`src/rtl/mips_ctrl_pkg.sv`:
```
// Shared definitions for the multicycle MIPS control unit.
//   state_t     : FSM state encoding (also exported on state_o)
//   OP_* / FN_* : opcode and funct field constants
//   ALU_*       : ALUControl codes
//   alu_op_t    : request from the FSM to the ALU decoder
//   ctrl_t      : per-state datapath control word
//   state_ctrl  : control word a state drives while it is current
// Optional feature macro: GPIO_IN_EN (enables the GPIN state's Ori output).
package mips_ctrl_pkg;

   typedef enum logic [3:0] {
      FETCH    = 4'd0,
      DECODE   = 4'd1,
      MEMADR   = 4'd2,
      MEMREAD  = 4'd3,
      MEMWB    = 4'd4,
      MEMWRITE = 4'd5,
      EXECUTE  = 4'd6,
      ALUWB    = 4'd7,
      BRANCH   = 4'd8,
      ADDIEX   = 4'd9,
      ADDIWB   = 4'd10,
      JUMP     = 4'd11,
      GPIN     = 4'd12
   } state_t;

   localparam logic [5:0] OP_RTYPE = 6'h00;
   localparam logic [5:0] OP_LW    = 6'h23;
   localparam logic [5:0] OP_SW    = 6'h2B;
   localparam logic [5:0] OP_BEQ   = 6'h04;
   localparam logic [5:0] OP_ADDI  = 6'h08;
   localparam logic [5:0] OP_J     = 6'h02;
   localparam logic [5:0] OP_GPIN  = 6'h3F;

   localparam logic [5:0] FN_ADD = 6'h20;
   localparam logic [5:0] FN_SUB = 6'h22;
   localparam logic [5:0] FN_AND = 6'h24;
   localparam logic [5:0] FN_OR  = 6'h25;
   localparam logic [5:0] FN_SLT = 6'h2A;

   localparam logic [2:0] ALU_AND = 3'b000;
   localparam logic [2:0] ALU_OR  = 3'b001;
   localparam logic [2:0] ALU_ADD = 3'b010;
   localparam logic [2:0] ALU_SUB = 3'b110;
   localparam logic [2:0] ALU_SLT = 3'b111;

   // AOP_NONE parks ALUControl at 000 in states that do not use the ALU.
   typedef enum logic [1:0] {
      AOP_ADD   = 2'b00,
      AOP_SUB   = 2'b01,
      AOP_FUNCT = 2'b10,
      AOP_NONE  = 2'b11
   } alu_op_t;

   typedef struct packed {
      logic       pc_write;   // unconditional PC enable
      logic       branch;     // PC enable gated by zero
      logic       iord;
      logic       mem_write;
      logic       ir_write;
      logic       reg_dst;
      logic       memto_reg;
      logic       reg_write;
      logic       alu_src_a;
      logic       pc_src;
      logic       jump;
      logic       ori;
      logic [1:0] alu_src_b;
      alu_op_t    alu_op;
   } ctrl_t;

   function automatic ctrl_t state_ctrl(input state_t s);
      ctrl_t c;
      c        = '0;
      c.alu_op = AOP_NONE;
      case (s)
         FETCH: begin
            c.ir_write  = 1'b1;
            c.pc_write  = 1'b1;
            c.alu_src_b = 2'b01;
            c.alu_op    = AOP_ADD;
         end
         DECODE: begin
            c.alu_src_b = 2'b11;
            c.alu_op    = AOP_ADD;
         end
         MEMADR, ADDIEX: begin
            c.alu_src_a = 1'b1;
            c.alu_src_b = 2'b10;
            c.alu_op    = AOP_ADD;
         end
         MEMREAD:  c.iord = 1'b1;
         MEMWB: begin
            c.memto_reg = 1'b1;
            c.reg_write = 1'b1;
         end
         MEMWRITE: begin
            c.iord      = 1'b1;
            c.mem_write = 1'b1;
         end
         EXECUTE: begin
            c.alu_src_a = 1'b1;
            c.alu_op    = AOP_FUNCT;
         end
         ALUWB: begin
            c.reg_dst   = 1'b1;
            c.reg_write = 1'b1;
         end
         BRANCH: begin
            c.alu_src_a = 1'b1;
            c.alu_op    = AOP_SUB;
            c.pc_src    = 1'b1;
            c.branch    = 1'b1;
         end
         ADDIWB:   c.reg_write = 1'b1;
         JUMP: begin
            c.jump     = 1'b1;
            c.pc_write = 1'b1;
         end
`ifdef GPIO_IN_EN
         GPIN: begin
            c.ori       = 1'b1;
            c.alu_src_a = 1'b1;
            c.alu_src_b = 2'b10;
            c.alu_op    = AOP_ADD;
         end
`endif
         default: ;
      endcase
      return c;
   endfunction

endpackage

```
`src/rtl/multicycle_control_unit_alu_decoder.sv`:
```
// alu_decoder: combinational ALU control decode.
//   alu_op        : in  2, ADD / SUB / use funct / idle
//   Funct         : in  6, instruction funct field
//   ALUControl    : out 3, ALU operation select
//   funct_illegal : out 1, funct unsupported while alu_op requests funct decode
module alu_decoder
   import mips_ctrl_pkg::*;
(
   input  alu_op_t    alu_op,
   input  logic [5:0] Funct,
   output logic [2:0] ALUControl,
   output logic       funct_illegal
);

   always_comb begin
      ALUControl    = ALU_ADD;
      funct_illegal = 1'b0;
      case (alu_op)
         AOP_ADD:  ALUControl = ALU_ADD;
         AOP_SUB:  ALUControl = ALU_SUB;
         AOP_FUNCT: begin
            case (Funct)
               FN_ADD:  ALUControl = ALU_ADD;
               FN_SUB:  ALUControl = ALU_SUB;
               FN_AND:  ALUControl = ALU_AND;
               FN_OR:   ALUControl = ALU_OR;
               FN_SLT:  ALUControl = ALU_SLT;
               default: funct_illegal = 1'b1;
            endcase
         end
         default:  ALUControl = ALU_AND;
      endcase
   end

endmodule

```
`src/rtl/multicycle_control_unit.sv`:
```
// multicycle_control_unit: Moore FSM sequencing the multicycle MIPS datapath.
//   clk, reset (async, active-high)   : clocking
//   op, Funct                         : instruction fields from the IR
//   zero_i                            : ALU zero flag, resolves beq
//   PCen ... Ori, ALUSrcB, ALUControl : datapath enables and selects
//   state_o                           : current state (debug)
//   illegal_o                         : unsupported opcode (DECODE) or funct (EXECUTE)
// Optional feature macro: GPIO_IN_EN adds opcode 0x3F -> GPIN.
//
// state    | meaning
// FETCH    | IR <- mem[PC], PC <- PC+4
// DECODE   | branch target computed, dispatch on op
// MEMADR   | address = rs + sext(imm)
// MEMREAD  | data read from memory
// MEMWB    | rt <- loaded data
// MEMWRITE | mem[addr] <- rt
// EXECUTE  | R-type ALU operation
// ALUWB    | rd <- ALU result
// BRANCH   | compare rs/rt, PC <- target on zero
// ADDIEX   | rs + sext(imm)
// ADDIWB   | rt <- ALU result
// JUMP     | PC <- jump target
// GPIN     | rs + sext(GPIO_i) (GPIO_IN_EN builds only)
module multicycle_control_unit
   import mips_ctrl_pkg::*;
#(
   parameter int WIDTH = 32
) (
   input  logic       clk,
   input  logic       reset,
   input  logic [5:0] op,
   input  logic [5:0] Funct,
   input  logic       zero_i,
   output logic       PCen,
   output logic       IorD,
   output logic       MemWrite,
   output logic       IRWrite,
   output logic       RegDst,
   output logic       MemtoReg,
   output logic       RegWrite,
   output logic       ALUSrcA,
   output logic       PCsrc,
   output logic       Jump,
   output logic       Ori,
   output logic [1:0] ALUSrcB,
   output logic [2:0] ALUControl,
   output logic [3:0] state_o,
   output logic       illegal_o
);

   // WIDTH documents the datapath this controller drives; no port scales with it.
   if (WIDTH != 32) begin : g_nonstd_width
   end

   state_t state, state_nxt;
   ctrl_t  ctrl_q;
   logic   dec_illegal;
   logic   funct_illegal;

   alu_decoder u_alu_decoder (
      .alu_op        (ctrl_q.alu_op),
      .Funct         (Funct),
      .ALUControl    (ALUControl),
      .funct_illegal (funct_illegal)
   );

   always_comb begin
      state_nxt   = FETCH;
      dec_illegal = 1'b0;
      case (state)
         FETCH:    state_nxt = DECODE;
         DECODE: begin
            case (op)
               OP_RTYPE:     state_nxt = EXECUTE;
               OP_LW, OP_SW: state_nxt = MEMADR;
               OP_BEQ:       state_nxt = BRANCH;
               OP_ADDI:      state_nxt = ADDIEX;
               OP_J:         state_nxt = JUMP;
`ifdef GPIO_IN_EN
               OP_GPIN:      state_nxt = GPIN;
`endif
               default:      dec_illegal = 1'b1;
            endcase
         end
         MEMADR:   state_nxt = (op == OP_SW) ? MEMWRITE : MEMREAD;
         MEMREAD:  state_nxt = MEMWB;
         EXECUTE:  state_nxt = funct_illegal ? FETCH : ALUWB;
         ADDIEX:   state_nxt = ADDIWB;
`ifdef GPIO_IN_EN
         GPIN:     state_nxt = ADDIWB;
`endif
         default:  state_nxt = FETCH;
      endcase
   end

   // The control word is registered alongside the state so every output is
   // a flop; reset loads the FETCH word, which also kills any pending write.
   always_ff @(posedge clk or posedge reset) begin
      if (reset) begin
         state  <= FETCH;
         ctrl_q <= state_ctrl(FETCH);
      end else begin
         state  <= state_nxt;
         ctrl_q <= state_ctrl(state_nxt);
      end
   end

   assign PCen      = ctrl_q.pc_write | (ctrl_q.branch & zero_i);
   assign IorD      = ctrl_q.iord;
   assign MemWrite  = ctrl_q.mem_write;
   assign IRWrite   = ctrl_q.ir_write;
   assign RegDst    = ctrl_q.reg_dst;
   assign MemtoReg  = ctrl_q.memto_reg;
   assign RegWrite  = ctrl_q.reg_write;
   assign ALUSrcA   = ctrl_q.alu_src_a;
   assign PCsrc     = ctrl_q.pc_src;
   assign Jump      = ctrl_q.jump;
   assign Ori       = ctrl_q.ori;
   assign ALUSrcB   = ctrl_q.alu_src_b;
   assign state_o   = state;
   assign illegal_o = ((state == DECODE) & dec_illegal) |
                      ((state == EXECUTE) & funct_illegal);

endmodule

```
`config.mk`:
```
export PLATFORM = sky130hd
export DESIGN_NAME = multicycle_control_unit
export DESIGN_NICKNAME = d
export VERILOG_FILES = /design/src/rtl/mips_ctrl_pkg.sv /design/src/rtl/multicycle_control_unit_alu_decoder.sv /design/src/rtl/multicycle_control_unit.sv
export SDC_FILE = /design/constraint.sdc
export NUM_CORES = 1
export LEC_CHECK = 0
export ABC_AREA = 1
export CORE_UTILIZATION = 46
export CTS_BUF_LIST = sky130_fd_sc_hd__clkbuf_4
export DETAILED_ROUTE_END_ITERATION = 12
export GPL_TIMING_DRIVEN = 0
export PLACE_DENSITY_LB_ADDON = 0.15
export SKIP_CTS_REPAIR_TIMING = 1
export SYNTH_ARGS = -nofsm -noshare
export SYNTH_HDL_FRONTEND = slang
export SYNTH_SLANG_ARGS = --single-unit
```
`constraint.sdc`:
```
create_clock -name clk -period 1.6 [get_ports clk]
set_input_delay 0.4 -clock clk [delete_from_list [all_inputs] [get_ports clk]]
set_output_delay 0.4 -clock clk [all_outputs]
set_load 0.01 [all_outputs]
```
==> results.py <==
metrics = {
    "outcome": {
        "status": "complete, but fails checks",
        "violations": "negative setup slack",
    },
    "clocking": {
        "cts-root-buf": "clkbuf_4",
        "cts_sinks": 18,
        "ctsHtreeMaxLevel": 1,
        "cts_buffers": 3,
        "cts_buffer_depth": 2,
        "clock_latency_ns": 0.29,
        "cts_tree": "yes",
        "clkSlewWorstSetupHoldPaths_ns": 0.09,
    },
    "floorplanning": {
        "io_pins": 36,
        "dieArea_sq_um": 2490,
        "chipWidth_microns": 49.9,
        "core-area_sq_um": 2060,
        "placementRows": 16,
        "fp.dieH_microns": 49.9,
        "start_util_pct": 51.2,
    },
    "place": {
        "pre_cts_ws_ns": -0.873,
        "port_buffers": 34,
        "globalplace.congestion": 0.899,
        "dp_hpwl_microns": 1690,
        "place_area_sq_um": 1430,
    },
    "worst_setup_path": {
        "critPathMaxStageDelay_ns": 0.44,
        "cp.depth": 6,
        "ff2ff_setup_slack_ns": 0.06,
        "cp.required_ns": 1.20,
        "crit_chain": "nor2_4 > inv_4 > nor2_4 > nand4_1 > o21ai_1 > buf_2",
        "critPathLaunch": "state_o[2]",
        "worst-path-buf-inv": 2,
        "rr_startpoint": "state_o[1]",
        "rr_worst_depth": 8,
        "start_kind": "flip-flop",
        "critical_path.slowest_cell": "dfrtp_1",
        "crit_fanout": 5,
        "critPathArrivalTime_ns": 1.45,
        "worstSetupPathType": "reg2out",
        "path_delay_family": "flip-flops",
        "crit_path_end_kind": "primary output",
        "endpoint": "illegal_o",
        "rr_endpoint": "ctrl_q[1]",
        "path_common_cell": "nor2_4",
    },
    "pwr": {
        "clkPwrFrac_pct": 12.2,
        "cell_internal_pwr_mw": 1.20,
        "p_seq_share_pct": 33.9,
        "powerDensity_nw_per_um2": 1210,
        "ir_drop_uv": 1250,
        "power.leakage_nw": 0.996,
        "swShare_pct": 38.8,
        "power.switching_mw": 0.761,
        "comb_power_share_pct": 53.9,
    },
    "drt": {
        "ant_nets": 0,
        "drc": 0,
        "wl_microns": 2400,
        "vias_per_cell": 4.99,
        "drt-initial-drc-count": 25,
        "vias": 994,
        "firstDrtPassIters": 4,
        "wl_per_cell_microns": 12.0,
    },
    "synth": {
        "yosysTopAreaCell": "dfrtp_1",
        "yosys_warnings": 0,
        "yosysMostFrequentCell": "nand2_1",
        "synth_top_area_share_pct": 35.6,
        "synth_cell_types": 26,
        "netlist_area_sq_um": 1050,
        "yosys-top-cells-count": "nand2_1 (23), inv_1 (17), dfrtp_1 (15)",
        "ys_seq_elements": 18,
        "async_reset_ff_share_pct": 100,
        "synth_cells": 126,
        "synth_fp_nets": 141,
        "synth_edf_count": 0,
        "synth_area_leaders": "dfrtp_1 (36%), nand2_1 (8.2%), dfstp_2 (7.5%), inv_1 (6.0%), nor2_2 (5.3%)",
        "yosys_most_used_dff": "dfrtp_1",
        "synth-seq-area-share_pct": 43.1,
        "avgSynthCellArea_sq_um": 8.37,
    },
    "sta": {
        "min_period_over_period_pct": 115,
        "drv_slew": 0,
        "fin_hold_ws_ns": 0.504,
        "setup_viol": 1,
        "rsz0062_at_grt": "true",
        "fin_ws_ns": -0.246,
        "finalCriticalPeriod_ns": 1.85,
        "fmax_ghz": 0.542,
        "worst_pin_slew_ns": 0.650,
        "setup_tns_ns": -0.246,
        "clock_skew_ns": 0.00398,
        "relSlewSlack_pct": 56.6,
        "hold_viol": 0,
    },
    "final_layout": {
        "synthToLayoutAreaGrowth_pct": 54.1,
        "layout-drive-gt1-share_pct": 37.2,
        "diodes": 0,
        "largest_reg_flops": 4,
        "num-nets-final": 188,
        "final_area_sq_um": 1630,
    },
    "global_route": {
        "grt_pass1_wl_microns": 3530,
        "grt_use_total_pct": 18.7,
        "grt_max_degree": 19,
        "antenna_found_initial": 0,
        "grt_overflow_total": 0,
        "grt_pass1_vias": 870,
    },
    "hold_path": {
        "hold_path_class": "in2async",
    },
    "job": {
        "maxCapViolCount": 0,
    },
}
==> power groups by stage <==
stage               Clock (mW)  Sequential, mW  Combinational, mW
floorplan                    0           0.701              0.553
global placement             0           0.667              0.956
detailed placement           0           0.670              0.975
CTS                      0.244           0.660              0.980
global route             0.262           0.675               1.15
finish                   0.239           0.664               1.06
==> worst min-delay path by stage <==
stage	start	endpoint
after floorplan	reset	ALUSrcA
after global placement	state_o[1]	MemtoReg
after detailed placement	state_o[1]	MemtoReg
after CTS	reset	Jump
after global routing	op[2]	MemWrite
final	reset	Jump
==> logic make-up after synthesis <==
kind of cell | share of synthesized area, %
compound gates | 4.98
buf+inv | 10.3
flops | 43.1
mux | 0.949
other cells | 0.356
simple gates | 40.3
==> cells in the final DEF (no fill, tap or decap), drive strengths merged <==
| cell | Yosys | layout |
|---|---|---|
| nand2 | 27 | 27 |
| dlymetal6s2s | 0 | 23 |
| inv | 22 | 22 |
| nor2 | 19 | 19 |
| dfrtp | 15 | 15 |
| nand3 | 15 | 15 |
| buf | 3 | 13 |
| clkdlybuf4s50 | 0 | 8 |
| nor3 | 6 | 6 |
| clkbuf | 0 | 5 |
| nand4 | 4 | 4 |
| a21oi | 4 | 4 |
| dfstp | 3 | 3 |
| o21ai | 2 | 2 |
| a21boi | 1 | 1 |
| nand3b | 1 | 1 |
| clkinv | 1 | 1 |
| mux2i | 1 | 1 |
| a21o | 1 | 1 |
| conb | 1 | 1 |
==> per-stage QoR <==
stage	utilization [%]	std cells	total power, mW
after floorplan	-	126	1.25
after global placement	69.3	187	1.62
after detailed placement	69.3	187	1.64
after CTS	70.8	191	1.88
after global routing	78.8	199	2.08
final	78.8	199	1.96
==> routing by layer <==
layer  vias to the layer above  share of wire, %  wire length (microns)  GRT usage (%)
li1                        487                 -                      -              -
met1                       455                41                    978           22.9
met2                        44                50                   1190           32.0
met3                         8               7.2                    173           5.56
met4                         0               2.3                     55           4.29
met5                         -                 0                      0              0
==> area by class of cell <==
cell class,instances,area (sq um)
inverter,23,88.8
buffer,3,22.5
fill,137,437
sequential,18,455
multi-input combinational,82,552
tap,27,33.8
clock buffer,4,30.0
timing repair buffer,42,443
Note: power is estimated with default switching activity, not from simulation.
